--- config.mk ---
export PLATFORM = sky130hd
export DESIGN_NAME = enc16_1_tra_select
export DESIGN_NICKNAME = d
export VERILOG_FILES = /design/src/rtl/enc16_1_tra_select.sv
export SDC_FILE = /design/constraint.sdc
export NUM_CORES = 1
export LEC_CHECK = 0
export BUFFER_PORTS_ARGS = -buffer_cell sky130_fd_sc_hd__buf_2
export CAP_MARGIN = 30
export CORE_UTILIZATION = 55
export CTS_CLUSTER_SIZE = 10
export DETAILED_ROUTE_END_ITERATION = 6
export PLACE_DENSITY = 0.8
export SLEW_MARGIN = 15
export SYNTH_ARGS = -nofsm -noshare
export SYNTH_HDL_FRONTEND = slang
export SYNTH_SLANG_ARGS = --single-unit
--- constraint.sdc ---
create_clock -name clk -period 2.5 [get_ports clk]
set_input_delay 0.25 -clock clk [delete_from_list [all_inputs] [get_ports clk]]
set_output_delay 0.25 -clock clk [all_outputs]
set_load 0.02 [all_outputs]
--- src/rtl/enc16_1_tra_select.sv ---
// enc16_1_tra_select
// Transmit-side bus selector for the 16 CAN buses. Per-bus "message pending"
// flags collect in a 16-bit register. One bus at a time is granted in
// round-robin order and presented on a 5-bit select to the transmit path.
// A granted bus is cleared when the transmitter acknowledges it. If no
// acknowledge arrives within TIMEOUT_CYC cycles, the bus is skipped and its
// pending flag is kept.
//
// Ports:
//   clk            - block clock
//   rst            - synchronous reset, active-high
//   req_in         - per-bus pending-message flags
//   req_load       - ORs req_in into the pending register this cycle
//   tra_ack        - transmitter has taken the selected bus (GRANT only)
//   bus_tra_select - selected bus index, 5'h1F when no selection is valid
//   sel_valid      - bus_tra_select is valid and stable
//   pending_out    - current pending register
//   timeout_err    - one-cycle pulse when a grant is abandoned
module enc16_1_tra_select #(
  parameter int unsigned N_BUSES     = 16,
  parameter int unsigned SEL_W       = 5,
  parameter int unsigned TIMEOUT_CYC = 255
) (
  input  logic               clk,
  input  logic               rst,
  input  logic [N_BUSES-1:0] req_in,
  input  logic               req_load,
  input  logic               tra_ack,
  output logic [SEL_W-1:0]   bus_tra_select,
  output logic               sel_valid,
  output logic [N_BUSES-1:0] pending_out,
  output logic               timeout_err
);

  localparam int unsigned IDX_W = 4;
  localparam int unsigned CNT_W = 8;

  localparam logic [SEL_W-1:0] SEL_NONE  = '1;
  localparam logic [CNT_W-1:0] CNT_LIMIT = CNT_W'(TIMEOUT_CYC - 1);

  typedef enum logic {
    IDLE  = 1'b0,
    GRANT = 1'b1
  } state_t;

  state_t             state;
  logic [N_BUSES-1:0] pending;
  logic [IDX_W-1:0]   rr_ptr;
  logic [CNT_W-1:0]   tmo_cnt;

  logic [IDX_W-1:0]   grant_idx;
  logic [IDX_W-1:0]   win_hi;
  logic [IDX_W-1:0]   win_lo;
  logic [IDX_W-1:0]   win_idx;
  logic               win_hi_found;
  logic               win_lo_found;
  logic               ack_c;
  logic               expire_c;
  logic [N_BUSES-1:0] clr_mask;
  logic [N_BUSES-1:0] set_mask;

  // The bus index under grant is held in the low bits of the registered select.
  assign grant_idx = bus_tra_select[IDX_W-1:0];

  // Round-robin search on the registered pending value. The first pass looks
  // for the lowest index at or above rr_ptr. The second pass is the wrap
  // fallback: the lowest set index overall.
  always_comb begin
    win_hi       = '0;
    win_lo       = '0;
    win_hi_found = 1'b0;
    win_lo_found = 1'b0;
    for (int unsigned i = 0; i < N_BUSES; i++) begin
      if (pending[i] && !win_hi_found && (IDX_W'(i) >= rr_ptr)) begin
        win_hi       = IDX_W'(i);
        win_hi_found = 1'b1;
      end
      if (pending[i] && !win_lo_found) begin
        win_lo       = IDX_W'(i);
        win_lo_found = 1'b1;
      end
    end
    win_idx = win_hi_found ? win_hi : win_lo;
  end

  // Acknowledge wins over an expiring counter in the same cycle.
  always_comb begin
    ack_c    = (state == GRANT) && tra_ack;
    expire_c = (state == GRANT) && !tra_ack && (tmo_cnt == CNT_LIMIT);
    clr_mask = ack_c ? (N_BUSES'(1) << grant_idx) : '0;
    set_mask = req_load ? req_in : '0;
  end

  // Pending register, grant state machine and registered outputs.
  always_ff @(posedge clk) begin
    if (rst) begin
      pending        <= '0;
      rr_ptr         <= '0;
      state          <= IDLE;
      bus_tra_select <= SEL_NONE;
      sel_valid      <= 1'b0;
      timeout_err    <= 1'b0;
      tmo_cnt        <= '0;
    end else begin
      // A load that sets the bit being cleared leaves it set.
      pending     <= (pending & ~clr_mask) | set_mask;
      timeout_err <= 1'b0;
      case (state)
        IDLE: begin
          if (|pending) begin
            bus_tra_select <= SEL_W'(win_idx);
            sel_valid      <= 1'b1;
            tmo_cnt        <= '0;
            state          <= GRANT;
          end else begin
            bus_tra_select <= SEL_NONE;
            sel_valid      <= 1'b0;
          end
        end
        GRANT: begin
          if (ack_c || expire_c) begin
            rr_ptr         <= grant_idx + IDX_W'(1);
            bus_tra_select <= SEL_NONE;
            sel_valid      <= 1'b0;
            timeout_err    <= expire_c;
            state          <= IDLE;
          end else begin
            tmo_cnt <= tmo_cnt + CNT_W'(1);
          end
        end
        default: begin
          bus_tra_select <= SEL_NONE;
          sel_valid      <= 1'b0;
          state          <= IDLE;
        end
      endcase
    end
  end

  assign pending_out = pending;

  // Output invariants.
  a_sel_idle: assert property (@(posedge clk) disable iff (rst)
    !sel_valid |-> (bus_tra_select == SEL_NONE));
  a_sel_range: assert property (@(posedge clk) disable iff (rst)
    sel_valid |-> (bus_tra_select[SEL_W-1] == 1'b0));
  a_terr_idle: assert property (@(posedge clk) disable iff (rst)
    timeout_err |-> !sel_valid);

endmodule
Word-level counts from Yosys, hierarchy flattened --
Index checks and enable logic that the tools add are counted.
Operators by class: add/subtract/negate cells 2, multipliers 0, div/mod/pow operators 0, order comparisons 16, eq/ne operators 4, shift-type cells 1, mux-type cells 75, bitwise logic cells 5, reductions and logical operators 85
Operators with widths (number):
- two-way mux 4 bit | 28
- logical AND 1 bit | 49
- two-way mux 1 bit | 36
- greater-or-equal comparator 4 bit (first input constant) | 8
- two-way mux 16 bit | 2
- zero test 1 bit | 31
- bitwise AND 16 bit | 1
- greater-or-equal comparator 3 x 4 -> 1 bit (first input constant) | 4
- two-way mux 8 bit | 2
- NOT 16 bit | 1
- bitwise OR 16 bit | 1
- case mux 8 bit (2 select lines) | 1
- OR reduction 16 bit | 1
- << shifter 1 x 4 -> 16 bit (first input constant) | 1
- two-way mux 5 bit | 2
- case mux 5 bit (2 select lines) | 1
- adder 8 x 1 -> 8 bit (second input constant) | 1
- equality test 8 bit (second input constant) | 1
- greater-or-equal comparator 1 x 4 -> 1 bit (first input constant) | 2
- greater-or-equal comparator 2 x 4 -> 1 bit (first input constant) | 2
- adder 4 x 1 -> 4 bit (second input constant) | 1
- inequality test 2 bit (second input constant) | 2
- case mux 1 bit (2 select lines) | 2
- AND reduction 2 bit | 2
- other kinds (5) | 6
Storage, ports and cells: register bits after elaboration 36, bits in latches 0, memory bits (writable) 0, bits in read-only memories 0, input port bits 20, output and inout bits 23, word-level logic and storage cells 195, memories 0

Depth between registers and ports, before layout --
word-level depth 66, mapped depth 8, depth with buffers taken out 8

Worst setup path before layout --
No wires, ideal clock.
path kind flip-flop to flip-flop, from register pending[10] (netlist: pending_out[10]), to register bus_tra_select[1], library setup time 0.073 ns, arrival time 1.893 ns, required time 2.427 ns, path slack 0.534 ns, stages on the path, launching flop included 7, buffers on the path 0, period minus slack after synthesis 1.966 ns, cells stage by stage dfxtp_1 -> or2_2 -> a32oi_1 -> o211ai_1 -> or3_4 -> o41a_1 -> o22ai_2
Between the ends: longest elaborated chain between the ends 26, elaborated cells on any way between the ends 55, those cells by class 26 x mux; 29 x reduce/logical
Ends and longest elaborated chain:
- from (decl) | RTL line 47 | logic [N_BUSES-1:0] pending;
- from (signal assigned) | RTL line 106 | pending <= (pending & ~clr_mask) | set_mask;
- logical AND 1 bit (2 in a row) | RTL line 74 | if (pending[i] && !win_hi_found && (IDX_W'(i) >= rr_ptr)) begin
- two-way mux 1 bit | RTL line 74
- zero test 1 bit | RTL line 74
- logical AND 1 bit (2 in a row) | RTL line 74
- two-way mux 1 bit | RTL line 74
- zero test 1 bit | RTL line 74
- logical AND 1 bit (2 in a row) | RTL line 74
- two-way mux 1 bit | RTL line 74
- [... 5 more ...]
- logical AND 1 bit (2 in a row) | RTL line 74
- two-way mux 1 bit | RTL line 74
- zero test 1 bit | RTL line 74
- logical AND 1 bit (2 in a row) | RTL line 74
- two-way mux 4 bit / two-way mux 1 bit (equally long branches) | RTL line 74
- two-way mux 4 bit | RTL line 83 | win_idx = win_hi_found ? win_hi : win_lo;
- two-way mux 5 bit * | RTL line 110 | if (|pending) begin
- case mux 5 bit (2 select lines) * | RTL line 108 | case (state)
- to (signal assigned) | RTL line 111 | bus_tra_select <= SEL_W'(win_idx);
- to (decl) | RTL line 29 | output logic [SEL_W-1:0] bus_tra_select,
Mark *: on every way between the ends. The rest lies on a longest branch, timed or not. A chain may end at the register's enable or synchronous reset.

Final worst setup path --
from register rr_ptr[3], to register bus_tra_select[1]
Between the ends: longest elaborated chain between the ends 66, elaborated cells on any way between the ends 95, those cells by class 16 x order compare; 33 x mux; 46 x reduce/logical
Ends and longest elaborated chain:
- from (decl) | RTL line 48 | logic [IDX_W-1:0] rr_ptr;
- from (signal assigned) | RTL line 122 | rr_ptr <= grant_idx + IDX_W'(1);
- greater-or-equal comparator 1 x 4 -> 1 bit | RTL line 74
- logical AND 1 bit | RTL line 74
- two-way mux 1 bit | RTL line 74
- zero test 1 bit | RTL line 74
- logical AND 1 bit (2 in a row) | RTL line 74
- two-way mux 1 bit | RTL line 74
- zero test 1 bit | RTL line 74
- logical AND 1 bit (2 in a row) | RTL line 74
- [... 46 more ...]
- logical AND 1 bit (2 in a row) | RTL line 74
- two-way mux 1 bit | RTL line 74
- zero test 1 bit | RTL line 74
- logical AND 1 bit (2 in a row) | RTL line 74
- two-way mux 4 bit / two-way mux 1 bit (equally long branches) | RTL line 74
- two-way mux 4 bit * | RTL line 83
- two-way mux 5 bit * | RTL line 110
- case mux 5 bit (2 select lines) * | RTL line 108
Marked as above.

==> results_dict.tcl <==
set metrics [dict create \
    outcome "finished, final reports clean" \
    setup_violations 0 \
    pwr-share-seq_pct 45.8 \
    synth_edf_count 0 \
    p_sw_share_pct 35.96 \
    synth_top_flop_cell "dfxtp_1" \
    synth_fp_nets 306 \
    r2r_end "bus_tra_select[1]" \
    row_count 22 \
    crit_required_ps 2730 \
    routed_wl_mm 6.134 \
    antennaDiodeCount 0 \
    ir_worst_vdd_mv 0.3592 \
    syn_to_final_growth_pct 15.06 \
    rsz0062_at_grt "no" \
    post_cts.repair.setup_buffers 0 \
    power_w 0.001524 \
    post-route-min-period_ps 2377 \
    worstHoldPathCells 3 \
    intPower_w 0.0009757 \
    cts_root_buffer "clkbuf_8" \
    ant_nets 0 \
    fin_crit_sh_pct 95.08 \
    p_comb_share_pct 26.6 \
    vias_per_cell 6.137 \
    fin_area_mm2 0.002485 \
    arrival_ps 2600 \
    synth_top_cell_by_area "dfxtp_1" \
    h-tree-depth 2 \
    syn_inst 278 \
    finalSetupTns_ps 0 \
    path_delay_family "compound AO/OA/AOI/OAI gates" \
    grt_max_degree 30 \
    synth-seq-cells 36 \
    holdBufCountCts 0 \
    p_leak_nw 1.056 \
    async_flop_share_pct 0 \
    critPathBufInv 0 \
    rrSetupSlack_ps 120 \
    via_count 2277 \
    start_kind "register" \
    cts_buffer_depth 2 \
    num-nets-final 350 \
    grt_pass1_vias 2028 \
    critPathKind "reg -> reg" \
    clock_skew_ps 10.77 \
    power_density_mw_per_mm2 613.2 \
    slew_headroom_pct 60.76 \
    ys_top_cells_by_area "dfxtp_1, nor2_1, a22oi_1" \
    critPathMaxFanout 18 \
    cp-end-kind "register" \
    gp_congestion 0.9230 \
    clock_power_share_pct 27.6 \
    clock-sinks 36 \
    ios 43 \
    start_util_pct 58.11 \
    drive_gt1_share_pct 20.12 \
    fill_cells 344 \
    slew_viol_final 0 \
    grt-ovfl-total 0 \
    grt_pass1_wl_mm 9.936 \
    power_switching_w 0.0005480 \
    min_path_type "in -> reg" \
    grt_usage_pct 31.17 \
    clkLatencyLatePin_ps 300 \
    die_area_mm2 0.004181 \
    drc 0 \
    hold_slack_ps 204.9 \
    timing.fmax_mhz 420.7 \
    die_w_um 64.66 \
    wl_per_cell_um 16.53 \
    path_cells "nand4b_1 -> a32oi_1 -> o211ai_1 -> or3_4 -> o41a_1 -> o22ai_2" \
    hpwl_mm 4.467 \
    worstHoldStart "req_in[13]" \
    hold_viol 0 \
    die_y_um 64.66 \
    synth-seq-area-share_pct 33.37 \
    core_region_area_mm2 0.003716 \
    portBuffers 42 \
    cts_made_buffers 5 \
    netlist.area_leader.share_pct 33.37 \
    dr.pass1.iters 5 \
    hold_end "pending_out[13]" \
    r2r_cells 6 \
    r2r_start "rr_ptr[3]" \
    syn_area_per_cell_um2 7.768 \
    worst_pin_slew_ps 587.8 \
    synth_cell_type_count 53 \
    dpl_cell_area_mm2 0.002397 \
    clkTransAtPathRegs_ps 80 \
    drtIter0Drc 186 \
    cp_slowest_cell "dfxtp_1" \
    cts_resized 0 \
    antenna_found_initial 0 \
    fin_util_pct 66.87 \
    critPathMaxStageDelay_ps 700 \
    drv_cap 0 \
    yosys_warnings 0 \
    cts_tree "done" \
    netlist_area_mm2 0.002160 \
]
-- routing by layer --
layer | track usage, % | vias up | part of all wire, %
met3 | 4.754 | 29 | 9.1
met4 | 13.33 | 0 | 3.8
li1 | - | 1103 | -
met1 | 43.28 | 1017 | 43
met5 | 0 | - | 0
met2 | 47.63 | 128 | 44
-- stage by stage --
step                cells  worst slack, ps
global route          371            27.76
detailed placement    363            203.1
finish                371            123.0
floorplan             278            534.4
global placement      363            285.2
CTS                   371            184.7
-- cells in the final DEF, fill, tap and decap left out, types with 4 or more instances in the layout --
cell type  Yosys  routed
nor4_1         4       4
a21o_1         4       4
nor2_1        49      49
dfxtp_1       36      36
nor3_1         6       6
a211oi_1       5       5
a22oi_1       17      17
nand2_1       24      24
nor2b_1        4       4
o21bai_1       4       4
ha_1           8       8
a31oi_1        5       5
nand3_1       11      11
buf_4          0       7
o21ai_0       14      14
buf_2          0      42
a21oi_1       15      15
inv_1          9       9
clkbuf_8       1       5
-- area by class of cell --
class                           instances  area, um2  share of cell area [%]
Multi-Input combinational cell        221       1320                   53.12
Sequential cell                        36      720.7                   29.00
Timing Repair Buffer                   49      262.8                   10.57
Clock buffer                            5      68.82                   2.769
Tap cell                               48      60.06                   2.417
Inverter                                9      33.78                   1.360
Clock inverter                          3      18.77                  0.7553
-- kinds of logic (layout without fill, tap and decap cells) --
logic type / count (synthesis) / count (layout) / share of synthesized area [%]
fa+ha+maj: 8 / 8 / 4.635
buf+inv: 21 / 66 / 5.504
simple gates: 116 / 116 / 24.97
flops: 36 / 36 / 33.37
compound gates: 90 / 90 / 28.62
mux: 1 / 1 / 0.4635
xor+xnor: 6 / 6 / 2.434
-- Yosys cell counts (2+ instances only) --
master     n
a211oi_1   5
a21o_1     4
a21oi_1   15
a221oi_1   2
a22oi_1   17
a31oi_1    5
and2_1     3
and3_1     2
buf_6      4
clkbuf_1   7
dfxtp_1   36
ha_1       8
inv_1      9
nand2_1   24
nand3_1   11
nor2_1    49
nor2b_1    4
nor3_1     6
nor4_1     4
o211ai_1   3
o21ai_0   14
o21ai_1    3
o21bai_1   4
o31ai_1    3
o41ai_1    2
or2_2      3
xnor2_1    3
xor2_1     3
-- power groups by stage --
stage | Combinational (W) | Clock (W) | Sequential, W
final | 0.000406 | 0.000421 | 0.000697
after global routing | 0.000445 | 0.000455 | 0.000704
after CTS | 0.000400 | 0.000425 | 0.000693
after detailed placement | 0.000397 | 0 | 0.000706
after global placement | 0.000395 | 0 | 0.000707
after floorplan | 0.000261 | 0 | 0.000714
-- flip-flops by register name, indices dropped and copies added (netlist names) --
signal	cells
tmo_cnt	8
pending_out	16
sel_valid	1
rr_ptr	4
bus_tra_select	5
timeout_err	1
state	1
-- worst register-to-register path, stage by stage (launching register included) --
cell and delay, ps:
dfxtp_1 700, nand4b_1 220, a32oi_1 310, o211ai_1 170, or3_4 380, o41a_1 400
o22ai_2 150
-- worst max path at each step --
| stage | startpoint | cells after the start | to | slack [ps] |
|---|---|---|---|---|
| 6_report | rr_ptr[3] | 6 | bus_tra_select[1] | 120 |
| 5_1_grt | rr_ptr[1] | 6 | bus_tra_select[1] | 30 |
| 4_1_cts | rr_ptr[1] | 6 | bus_tra_select[1] | 180 |
| 3_5_place_dp | rr_ptr[1] | 6 | bus_tra_select[1] | 200 |
| 3_3_place_gp | rr_ptr[1] | 6 | bus_tra_select[1] | 290 |
| 2_1_floorplan | pending_out[10] | 6 | bus_tra_select[1] | 530 |
Note: power is estimated with default switching activity, not from simulation.
